**src/rtl/sd_dat_pkg.sv**
```systemverilog
// Shared definitions for the DAT-side word FIFO bridge: handshake FSM
// encoding, default word width and direction codes.
package sd_dat_pkg;

  localparam int DATA_W = 32;

  // direction input encoding
  localparam logic DIR_WRITE = 1'b0;  // host -> card: host pushes, DAT pops
  localparam logic DIR_READ  = 1'b1;  // card -> host: DAT pushes, host pops

  // DAT fifo_enable/fifo_ack handshake states
  typedef enum logic [1:0] {
    ST_IDLE      = 2'd0,
    ST_XFER      = 2'd1,
    ST_ACK       = 2'd2,
    ST_WAIT_DROP = 2'd3
  } dat_state_e;

endpackage

```
**src/rtl/dat_fifo_mem.sv**
```systemverilog
// DEPTH x DATA_W register array with read/write pointers and an explicit
// occupancy count. The read word is combinational from the read pointer;
// callers decide when a push/pop is legal.
module dat_fifo_mem #(
  parameter int DATA_W = 32,
  parameter int ADDR_W = 4
) (
  input  logic              clock,
  input  logic              reset,
  input  logic              flush_i,
  input  logic              push_i,
  input  logic              pop_i,
  input  logic [DATA_W-1:0] wr_data_i,
  output logic [DATA_W-1:0] rd_data_o,
  output logic [ADDR_W:0]   count_o
);

  localparam int DEPTH = 1 << ADDR_W;
  localparam logic [ADDR_W-1:0] PTR_ONE = {{(ADDR_W-1){1'b0}}, 1'b1};
  localparam logic [ADDR_W:0]   CNT_ONE = {{ADDR_W{1'b0}}, 1'b1};

  logic [DATA_W-1:0] mem_q [DEPTH];
  logic [ADDR_W-1:0] wr_ptr_q, wr_ptr_d;
  logic [ADDR_W-1:0] rd_ptr_q, rd_ptr_d;
  logic [ADDR_W:0]   count_q, count_d;

  // next pointers/count; pointers wrap naturally at DEPTH
  always_comb begin
    wr_ptr_d = wr_ptr_q;
    rd_ptr_d = rd_ptr_q;
    count_d  = count_q;
    if (flush_i) begin
      wr_ptr_d = '0;
      rd_ptr_d = '0;
      count_d  = '0;
    end else begin
      if (push_i) wr_ptr_d = wr_ptr_q + PTR_ONE;
      if (pop_i)  rd_ptr_d = rd_ptr_q + PTR_ONE;
      case ({push_i, pop_i})
        2'b10:   count_d = count_q + CNT_ONE;
        2'b01:   count_d = count_q - CNT_ONE;
        default: count_d = count_q;
      endcase
    end
  end

  // pointer and count registers
  always_ff @(posedge clock or negedge reset) begin
    if (!reset) begin
      wr_ptr_q <= '0;
      rd_ptr_q <= '0;
      count_q  <= '0;
    end else begin
      wr_ptr_q <= wr_ptr_d;
      rd_ptr_q <= rd_ptr_d;
      count_q  <= count_d;
    end
  end

  // storage array; contents are don't-care after a flush so no reset
  always_ff @(posedge clock) begin
    if (push_i && !flush_i) mem_q[wr_ptr_q] <= wr_data_i;
  end

  assign rd_data_o = mem_q[rd_ptr_q];
  assign count_o   = count_q;

endmodule

```
**src/rtl/dat_fifo_bridge.sv**
```systemverilog
// Direction-selected word FIFO between the host bus and the DAT line engine.
//
// DAT handshake: DAT raises fifo_enable_i (level) to request one word. A
// rising edge starts a transfer; once the word is moved fifo_ack_o pulses for
// exactly one cycle, and no further transfer happens until fifo_enable_i has
// dropped. Dropping fifo_enable_i before the word moves cancels the request.
// Host strobes are single-cycle and only honoured in their own direction.
module dat_fifo_bridge #(
  parameter int DATA_W      = 32,
  parameter int ADDR_W      = 4,
  parameter int READY_LEVEL = 8
) (
  input  logic                   clock,
  input  logic                   reset,
  input  logic                   clear,
  input  logic                   direction,
  input  logic                   host_wr_en,
  input  logic [DATA_W-1:0]      host_wr_data,
  input  logic                   host_rd_en,
  output logic [DATA_W-1:0]      host_rd_data,
  output logic                   host_rd_valid,
  input  logic                   fifo_enable_i,
  input  logic [DATA_W-1:0]      dat_data_i,
  output logic [DATA_W-1:0]      dat_data_o,
  output logic                   fifo_ack_o,
  output logic                   fifo_full,
  output logic                   fifo_empty,
  output logic                   fifo_ready,
  output logic [ADDR_W:0]        fifo_count,
  output logic                   overflow,
  output logic                   underflow,
  output sd_dat_pkg::dat_state_e dbg_state_o
);

  import sd_dat_pkg::*;

  localparam int DEPTH = 1 << ADDR_W;
  localparam logic [ADDR_W:0] DEPTH_C = (ADDR_W+1)'(DEPTH);
  localparam logic [ADDR_W:0] READY_C = (ADDR_W+1)'(READY_LEVEL);

  dat_state_e        state_q, state_d;
  logic              en_q;
  logic              pend_q, pend_d;
  logic              dir_q;
  logic [DATA_W-1:0] dat_data_q, dat_data_d;
  logic [DATA_W-1:0] host_rd_data_q, host_rd_data_d;
  logic              host_rd_valid_q, host_rd_valid_d;
  logic              overflow_q, overflow_d;
  logic              underflow_q, underflow_d;

  logic [ADDR_W:0]   count;
  logic [DATA_W-1:0] rd_word;
  logic [DATA_W-1:0] push_word;
  logic              flush, rise, empty, full;
  logic              dat_pop, dat_push, host_pop, host_push, push, pop;

  // occupancy flags and the per-direction push/pop decisions; a pop may
  // free room for a same-cycle push, but a push never feeds a same-cycle pop
  always_comb begin
    empty     = (count == '0);
    full      = (count == DEPTH_C);
    flush     = clear | ((direction != dir_q) & (count != '0));
    rise      = fifo_enable_i & ~en_q;
    host_pop  = (direction == DIR_READ) & host_rd_en & ~empty;
    dat_pop   = (state_q == ST_XFER) & fifo_enable_i & (direction == DIR_WRITE) & ~empty;
    host_push = (direction == DIR_WRITE) & host_wr_en & (~full | dat_pop);
    dat_push  = (state_q == ST_XFER) & fifo_enable_i & (direction == DIR_READ) &
                (~full | host_pop);
    push      = host_push | dat_push;
    pop       = host_pop | dat_pop;
    push_word = (direction == DIR_READ) ? dat_data_i : host_wr_data;
  end

  dat_fifo_mem #(
    .DATA_W (DATA_W),
    .ADDR_W (ADDR_W)
  ) u_mem (
    .clock     (clock),
    .reset     (reset),
    .flush_i   (flush),
    .push_i    (push),
    .pop_i     (pop),
    .wr_data_i (push_word),
    .rd_data_o (rd_word),
    .count_o   (count)
  );

  // DAT handshake next state; a rise seen after the ack is remembered so a
  // quick drop-and-raise is not lost while waiting for the drop
  always_comb begin
    state_d = state_q;
    pend_d  = pend_q | (rise & ((state_q == ST_ACK) | (state_q == ST_WAIT_DROP)));
    case (state_q)
      ST_IDLE: begin
        if (rise || pend_q) begin
          state_d = ST_XFER;
          pend_d  = 1'b0;
        end
      end
      ST_XFER: begin
        if (!fifo_enable_i)          state_d = ST_IDLE;
        else if (dat_pop || dat_push) state_d = ST_ACK;
      end
      ST_ACK:       state_d = ST_WAIT_DROP;
      ST_WAIT_DROP: begin
        if (!fifo_enable_i || rise || pend_q) state_d = ST_IDLE;
      end
      default:      state_d = ST_IDLE;
    endcase
    if (flush) begin
      state_d = ST_IDLE;
      pend_d  = 1'b0;
    end
  end

  // data outputs and sticky error flags
  always_comb begin
    dat_data_d      = dat_data_q;
    host_rd_data_d  = host_rd_data_q;
    host_rd_valid_d = 1'b0;
    overflow_d      = overflow_q;
    underflow_d     = underflow_q;
    if (flush) begin
      dat_data_d     = '0;
      host_rd_data_d = '0;
      overflow_d     = 1'b0;
      underflow_d    = 1'b0;
    end else begin
      if (dat_pop) dat_data_d = rd_word;
      if (host_pop) begin
        host_rd_data_d  = rd_word;
        host_rd_valid_d = 1'b1;
      end
      if ((direction == DIR_WRITE) && host_wr_en && !host_push) overflow_d  = 1'b1;
      if ((direction == DIR_READ) && host_rd_en && empty)       underflow_d = 1'b1;
    end
  end

  // state, edge-detect and output registers
  always_ff @(posedge clock or negedge reset) begin
    if (!reset) begin
      state_q         <= ST_IDLE;
      en_q            <= 1'b0;
      pend_q          <= 1'b0;
      dir_q           <= DIR_WRITE;
      dat_data_q      <= '0;
      host_rd_data_q  <= '0;
      host_rd_valid_q <= 1'b0;
      overflow_q      <= 1'b0;
      underflow_q     <= 1'b0;
    end else begin
      state_q         <= state_d;
      en_q            <= fifo_enable_i;
      pend_q          <= pend_d;
      dir_q           <= direction;
      dat_data_q      <= dat_data_d;
      host_rd_data_q  <= host_rd_data_d;
      host_rd_valid_q <= host_rd_valid_d;
      overflow_q      <= overflow_d;
      underflow_q     <= underflow_d;
    end
  end

  assign fifo_ack_o    = (state_q == ST_ACK);
  assign dat_data_o    = dat_data_q;
  assign host_rd_data  = host_rd_data_q;
  assign host_rd_valid = host_rd_valid_q;
  assign fifo_full     = full;
  assign fifo_empty    = empty;
  assign fifo_count    = count;
  assign fifo_ready    = (direction == DIR_READ) ? ((DEPTH_C - count) >= READY_C)
                                                 : (count >= READY_C);
  assign overflow      = overflow_q;
  assign underflow     = underflow_q;
  assign dbg_state_o   = state_q;

endmodule

```
**config.mk**
```make
export PLATFORM = sky130hd
export DESIGN_NAME = dat_fifo_bridge
export DESIGN_NICKNAME = d
export VERILOG_FILES = /design/src/rtl/sd_dat_pkg.sv /design/src/rtl/dat_fifo_mem.sv /design/src/rtl/dat_fifo_bridge.sv
export SDC_FILE = /design/constraint.sdc
export NUM_CORES = 1
export LEC_CHECK = 0
export CAP_MARGIN = 0
export CORE_MARGIN = 2
export CORE_UTILIZATION = 30
export DETAILED_ROUTE_END_ITERATION = 12
export PLACE_DENSITY = 0.43
export SYNTH_ARGS = -nofsm -noshare
export SYNTH_HDL_FRONTEND = slang
export SYNTH_HIERARCHICAL = 1
export SYNTH_SLANG_ARGS = --single-unit
```
**constraint.sdc**
```tcl
create_clock -name clock -period 14.4 [get_ports clock]
set_input_delay 2.16 -clock clock [delete_from_list [all_inputs] [get_ports clock]]
set_output_delay 2.16 -clock clock [all_outputs]
set_load 0.02 [all_outputs]
```
==> results of run 1 <==
[cell usage in the layout (no fill, tap or decap), types with 21 or more instances in the layout]
master           count
edfxtp_1           512
mux4_2             160
clkdlybuf4s50_1    146
nand2_1            138
dfrtp_1             81
clkbuf_16           70
a21oi_1             69
mux2_2              33
buf_4               24
nor2_1              21
[logic make-up (layout without fill, tap and decap cells)]
| kind of cell | after synthesis | in the layout |
|---|---|---|
| xor gates and xnor gates | 11 | 11 |
| DFF | 597 | 597 |
| buffers and inverters | 80 | 297 |
| and+or+nand+nor | 199 | 199 |
| adders and majority gates | 9 | 9 |
| muxes | 198 | 198 |
| AOI/OAI and AO/OA | 90 | 90 |
[sequential cells by signal, summed over array words and instances (netlist names)]
register	cells
u_mem/mem_q	512
dat_data_o	32
host_rd_data	32
u_mem/count_o	5
u_mem/rd_ptr_q	4
u_mem/wr_ptr_q	4
dbg_state_o	2
dir_q	1
en_q	1
host_rd_valid	1
overflow	1
pend_q	1
underflow	1
[worst min path at each step]
stage / endpoint / slack [ns] / cells past startpoint
after floorplan: pend_q$_DFF_PN0_ / 0.54 / 2
after global placement: underflow$_DFFE_PN0P_ / 0.49 / 2
after detailed placement: underflow$_DFFE_PN0P_ / 0.49 / 2
after CTS: underflow$_DFFE_PN0P_ / 0.50 / 2
after global routing: dat_data_o[12]$_DFFE_PN0P_ / 0.55 / 2
final: underflow$_DFFE_PN0P_ / 0.50 / 2
[metal layers]
layer,vias up,global-route usage
met5,-,0
met4,0,0.0370
met3,56,0.0250
met2,263,0.224
met1,6168,0.201
li1,5077,-
[per-stage QoR]
stage	utilization	total power [mW]
after floorplan	-	2.52
after global placement	0.337	2.77
after detailed placement	0.337	2.77
after CTS	0.364	4.40
after global routing	0.364	4.51
final	0.364	4.32
[power by group through the flow]
stage / logic (mW) / registers (mW) / clock network, mW
floorplan: 0.485 / 2.03 / 0
global placement: 0.739 / 2.03 / 0
detailed placement: 0.743 / 2.03 / 0
CTS: 0.744 / 1.99 / 1.66
global route: 0.789 / 2.00 / 1.73
finish: 0.723 / 1.99 / 1.61
[cells in the mapped netlist (all sizes together) (3+ instances only)]
cell type  number
a21oi          69
a31oi           3
and2            9
and3            5
buf            41
clkbuf         29
dfrtp          85
edfxtp        512
ha              9
inv            10
mux2           34
mux2i           4
mux4          160
nand2         138
nand4           4
nor2           22
nor2b           9
nor3            4
o21ai           7
xnor2           3
xor2            8
[area by class of cell]
cell class,instances,area share
multi-input cells,507,0.200
clock inverters,26,0.00715
clock buffers,90,0.0656
flip-flops and latches,597,0.622
well taps,1040,0.0462
inverters,10,0.00133
repair buffers,171,0.0584
[worst max-delay path, cell delays in order]
cell	delay [ns]
buf_2	0.08
buf_4	0.58
nor3_1	0.13
a31oi_1	0.17
clkdlybuf4s50_1	0.62
==> flow_metrics.py, run 1 <==
metrics = {
    "placed_design": {
        "pre_cts_ws_ns": 8.03,
        "placed_cell_area_mm2": 0.0261,
        "place.gp.congestion": 0.718,
        "dpl.hpwl_mm": 32.4,
        "place_inst": 2325,
        "portBuffers": 148,
    },
    "clock_tree": {
        "cts_buffers": 68,
        "cts_resized": 0,
        "cts_tree": "yes",
        "cts_root_buffer": "clkbuf_16",
        "post_cts_buffers": 0,
        "insertion_delay_ns": 0.60,
        "cts.sinks": 597,
        "hold_buffers": 0,
        "cts_htree_levels": 3,
        "clk_path_buf_depth": 3,
        "cts.reportedPaths.clkPinSlew_ns": 0.06,
    },
    "global_routing": {
        "grt_pass1_wl_mm": 83.9,
        "gr-total-overflow": 0,
        "grt_pass1_vias": 12200,
        "grt_max_degree": 86,
        "antenna_found_initial": 0,
        "grt_util_all_layers": 0.141,
    },
    "yosys": {
        "ys.flop_type": "edfxtp_1",
        "synth_enable_flop_cells": 512,
        "synthDistinctLibCells": 40,
        "synth_seq_area_share": 0.744,
        "synthesis.nets": 1264,
        "ys_seq_elements": 597,
        "synth_compound_area_frac": 0.0206,
        "post_synth_xor_area_fraction": 0.00410,
        "syn_area_mm2": 0.0235,
        "synth_mux_area_frac": 0.171,
        "syn_avg_cell_area_um2": 19.9,
        "ys_async_sr_fraction": 0.142,
        "synthCells": 1184,
        "synth_top_family_by_area": "multiplexers",
        "yosysWarnings": 6,
        "synth_top_area_cell": "edfxtp_1",
        "yosysTopAreaCellShare": 0.654,
        "synth_simple_gate_area_share": 0.0364,
        "synthAdderAreaFrac": 0.00479,
        "synthTopCellsByArea": "edfxtp_1 (65%), mux4_2 (15%), dfrtp_1 (9.0%)",
    },
    "critical_path": {
        "cp_data_required_time_ns": 12.24,
        "cp-end-kind": "output port",
        "rrSetupSlack_ns": 9.98,
        "worstSetupPathType": "input pin to output port",
        "worstPathMaxFanout": 44,
        "arrival_ns": 3.76,
        "crit_end": "fifo_ready",
        "rr_startpoint": "u_mem/count_o[1]$_DFFE_PN0P_",
        "reg2regPathDepth": 12,
        "reg2reg_to": "u_mem/mem_q[0][14]$_DFFE_PP_",
        "crit_start": "direction",
        "start_kind": "input pin",
    },
    "pwr": {
        "p_per_area_mw_per_mm2": 153,
        "irDropWorstVdd_uv": 82.8,
        "power.internal_mw": 3.21,
        "pwr-share-seq": 0.460,
        "p_switching_mw": 1.11,
        "sw_frac_of_total": 0.258,
        "pwr-share-clk": 0.372,
        "pwr-share-comb": 0.167,
        "p_leak_nw": 8.87,
    },
    "floorplan": {
        "die_height_um": 284,
        "die-area_mm2": 0.0806,
        "rows": 102,
        "die_w_um": 284,
        "ios": 149,
        "initial_core_util": 0.303,
        "core_region_area_mm2": 0.0775,
    },
    "sta": {
        "rsz0062_at_grt": "false",
        "setup_viol": 0,
        "relSlewSlack": 0.231,
        "clock.fmax_mhz": 169,
        "finalWorstPathRequiredPeriod_ns": 5.92,
        "fin_skew_ns": 0.0159,
        "fin_crit_sh": 0.411,
        "timing.hold.ws_ns": 0.496,
        "hold_viol_final": 0,
        "fin_ws_ns": 8.48,
        "tns_ns": 0,
        "drv_slew": 0,
        "worstMarginPinSlew_ns": 1.15,
    },
    "drt": {
        "drtPass1Iterations": 5,
        "wl_met2_mm": 26.8,
        "drtIter0Drc": 657,
        "routedWlPerCell_um": 23.0,
        "met1Wirelength_mm": 26.0,
        "dr_wl_met3_mm": 2.49,
        "antenna_left": 0,
        "vias": 11600,
        "totalWireLength_mm": 56.1,
        "routed.top_layer": "met4",
        "drc_errors": 0,
        "viasPerCell": 4.74,
    },
    "final_layout": {
        "fin_area_mm2": 0.0282,
        "drive_gt1_frac": 0.236,
        "areaGrowthSynthToFinish_pct": 19.8,
        "antenna_cells": 0,
        "multiInputGateArea_mm2": 0.00563,
        "regArea_mm2": 0.0175,
        "instances_no_fill": 2441,
        "fin_nets": 1435,
        "fill_cells": 7196,
    },
    "run": {
        "drv_cap": 0,
    },
    "outcome": {
        "outcome": "finished, final reports clean",
    },
    "worst_hold_path": {
        "hold_path.startpoint": "underflow$_DFFE_PN0P_",
        "hold_path.class": "flop to flop",
    },
}
(Power assumes the default switching activity.)
==> run 2, diff against run 1 <==
Settings changed: PLACE_DENSITY 0.43 to 0.45.
Clock period 14.4 ns to 5.1 ns, I/O delays scaled along.
==> flow_metrics.py, run 2 (synthesis results as in run 1) <==
metrics = {
    "critical_path": {
        "worstPathMaxFanout": 34,
        "reg2regPathDepth": 12,
        "reg2reg_to": "u_mem/count_o[4]$_DFFE_PN0P_",
        "rrSetupSlack_ns": 1.01,
        "arrival_ns": 4.57,
        "start_kind": "flop",
        "crit_start": "u_mem/count_o[1]$_DFFE_PN0P_",
        "rr_startpoint": "u_mem/count_o[1]$_DFFE_PN0P_",
        "cp-end-kind": "flop",
        "worstSetupPathType": "flop to flop",
        "cp_data_required_time_ns": 5.58,
    },
    "pwr": {
        "p_switching_mw": 3.22,
        "power.internal_mw": 9.29,
        "p_per_area_mw_per_mm2": 438,
        "pwr-share-clk": 0.384,
        "irDropWorstVdd_uv": 201,
        "p_leak_nw": 9.07,
        "pwr-share-seq": 0.452,
        "pwr-share-comb": 0.165,
        "sw_frac_of_total": 0.257,
    },
    "sta": {
        "rsz0062_at_grt": "false",
        "hold_viol_final": 0,
        "relSlewSlack": 0.396,
        "finalWorstPathRequiredPeriod_ns": 4.09,
        "fin_ws_ns": 1.01,
        "setup_viol": 0,
        "clock.fmax_mhz": 245,
        "tns_ns": 0,
        "fin_crit_sh": 0.802,
        "fin_skew_ns": 0.0224,
        "worstMarginPinSlew_ns": 0.907,
        "drv_slew": 0,
    },
    "final_layout": {
        "regArea_mm2": 0.0175,
        "fin_nets": 1452,
        "fill_cells": 7115,
        "drive_gt1_frac": 0.248,
        "antenna_cells": 0,
        "largest-register": "u_mem/mem_q",
        "instances_no_fill": 2466,
        "final_common_cell": "edfxtp_1",
        "largest_register_ffs": 512,
        "multiInputGateArea_mm2": 0.00562,
        "areaGrowthSynthToFinish_pct": 21.5,
        "final_cell_mix": "edfxtp_1 (512), mux4_2 (160), clkdlybuf4s50_1 (146)",
    },
    "drt": {
        "antenna_left": 0,
        "drc_errors": 0,
        "totalWireLength_mm": 58.2,
        "drtIter0Drc": 732,
        "routedWlPerCell_um": 23.6,
        "drtPass1Iterations": 5,
        "viasPerCell": 4.77,
        "vias": 11800,
    },
    "clock_tree": {
        "hold_buffers": 0,
        "cts.reportedPaths.clkPinSlew_ns": 0.06,
        "cts_buffers": 68,
        "cts_resized": 0,
        "cts.sinks": 597,
        "cts_root_buffer": "clkbuf_16",
        "insertion_delay_ns": 0.60,
        "post_cts_buffers": 0,
        "cts_htree_levels": 3,
        "cts_tree": "yes",
        "clk_path_buf_depth": 3,
    },
    "global_routing": {
        "grt_max_degree": 90,
        "grt_pass1_wl_mm": 85.9,
        "grt_pass1_vias": 12300,
        "grt_util_all_layers": 0.145,
        "antenna_found_initial": 1,
        "gr-total-overflow": 0,
    },
    "floorplan": {
        "ios": 149,
        "die_height_um": 284,
        "die-area_mm2": 0.0806,
        "core_region_area_mm2": 0.0775,
        "initial_core_util": 0.303,
        "die_w_um": 284,
        "rows": 102,
    },
    "placed_design": {
        "dpl.hpwl_mm": 35.5,
        "portBuffers": 148,
        "pre_cts_ws_ns": 1.02,
        "place.gp.congestion": 0.724,
        "place_inst": 2342,
    },
    "run": {
        "drv_cap": 0,
    },
    "worst_hold_path": {
        "hold_path.class": "input pin to async pin",
    },
    "outcome": {
        "outcome": "finished, final reports clean",
    },
}
## run 2: cell count changes in the layout (fill, tap and decap cells not counted), sizes merged
cell,delta
inv,+1
clkinvlp,-2
buf,+17
clkinv,+9
clkbuf,-4
bufinv,+4
## run 2: per-layer routing
metal	track usage	vias to the layer above	wire [um]
met5	0	-	0
met4	0.0403	0	852
met3	0.0239	60	2570
met2	0.226	286	27400
met1	0.209	6298	27300
li1	-	5111	-
## run 2: final cells by class
| cell class | instances | share of cell area |
|---|---|---|
| Tap cell | 1040 | 0.0456 |
| Inverter | 10 | 0.00131 |
| Sequential cell | 597 | 0.613 |
| Clock buffer | 86 | 0.0642 |
| Multi-Input combinational cell | 507 | 0.197 |
| Clock inverter | 38 | 0.0124 |
| Timing Repair Buffer | 188 | 0.0665 |
## run 2: stage by stage
step | total power [mW] | area [um2] | utilization | hold slack [ns]
2_1_floorplan | 7.11 | 23500 | - | 0.469
3_3_place_gp | 7.84 | 26400 | 0.340 | 0.490
3_5_place_dp | 7.86 | 26400 | 0.340 | 0.488
4_1_cts | 12.7 | 28600 | 0.369 | 0.269
5_1_grt | 13.0 | 28600 | 0.369 | 0.306
6_report | 12.5 | 28600 | 0.369 | 0.255
## run 2: worst max-delay path, stage by stage (launching register included)
cell and delay [ns]:
dfrtp_1 0.48, nor4_1 0.46, ha_1 0.42, nand3b_1 0.18, buf_4 0.38, nand2_1 0.33
nor2b_1 0.31, xor2_1 0.17, ha_1 0.25, o21a_1 0.19, o2bb2ai_1 0.20, mux2i_1 0.24
mux2_1 0.33
## run 2: worst max-delay path by stage
| stage | end | slack [ns] | cells past startpoint |
|---|---|---|---|
| finish | u_mem/count_o[4]$_DFFE_PN0P_ | 1.01 | 12 |
| floorplan | u_mem/mem_q[8][0]$_DFFE_PP_ | -0.10 | 9 |
| detailed placement | u_mem/count_o[4]$_DFFE_PN0P_ | 1.02 | 11 |
| CTS | u_mem/count_o[4]$_DFFE_PN0P_ | 1.02 | 12 |
| global route | u_mem/count_o[4]$_DFFE_PN0P_ | 0.71 | 12 |
| global placement | u_mem/count_o[4]$_DFFE_PN0P_ | 1.08 | 11 |
## run 2: power by group through the flow
| stage | clock (mW) | combinational [mW] | sequential (mW) |
|---|---|---|---|
| after global placement | 0 | 2.09 | 5.75 |
| after floorplan | 0 | 1.37 | 5.74 |
| final | 4.80 | 2.06 | 5.65 |
| after detailed placement | 0 | 2.10 | 5.76 |
| after global routing | 5.13 | 2.23 | 5.67 |
| after CTS | 4.94 | 2.11 | 5.66 |
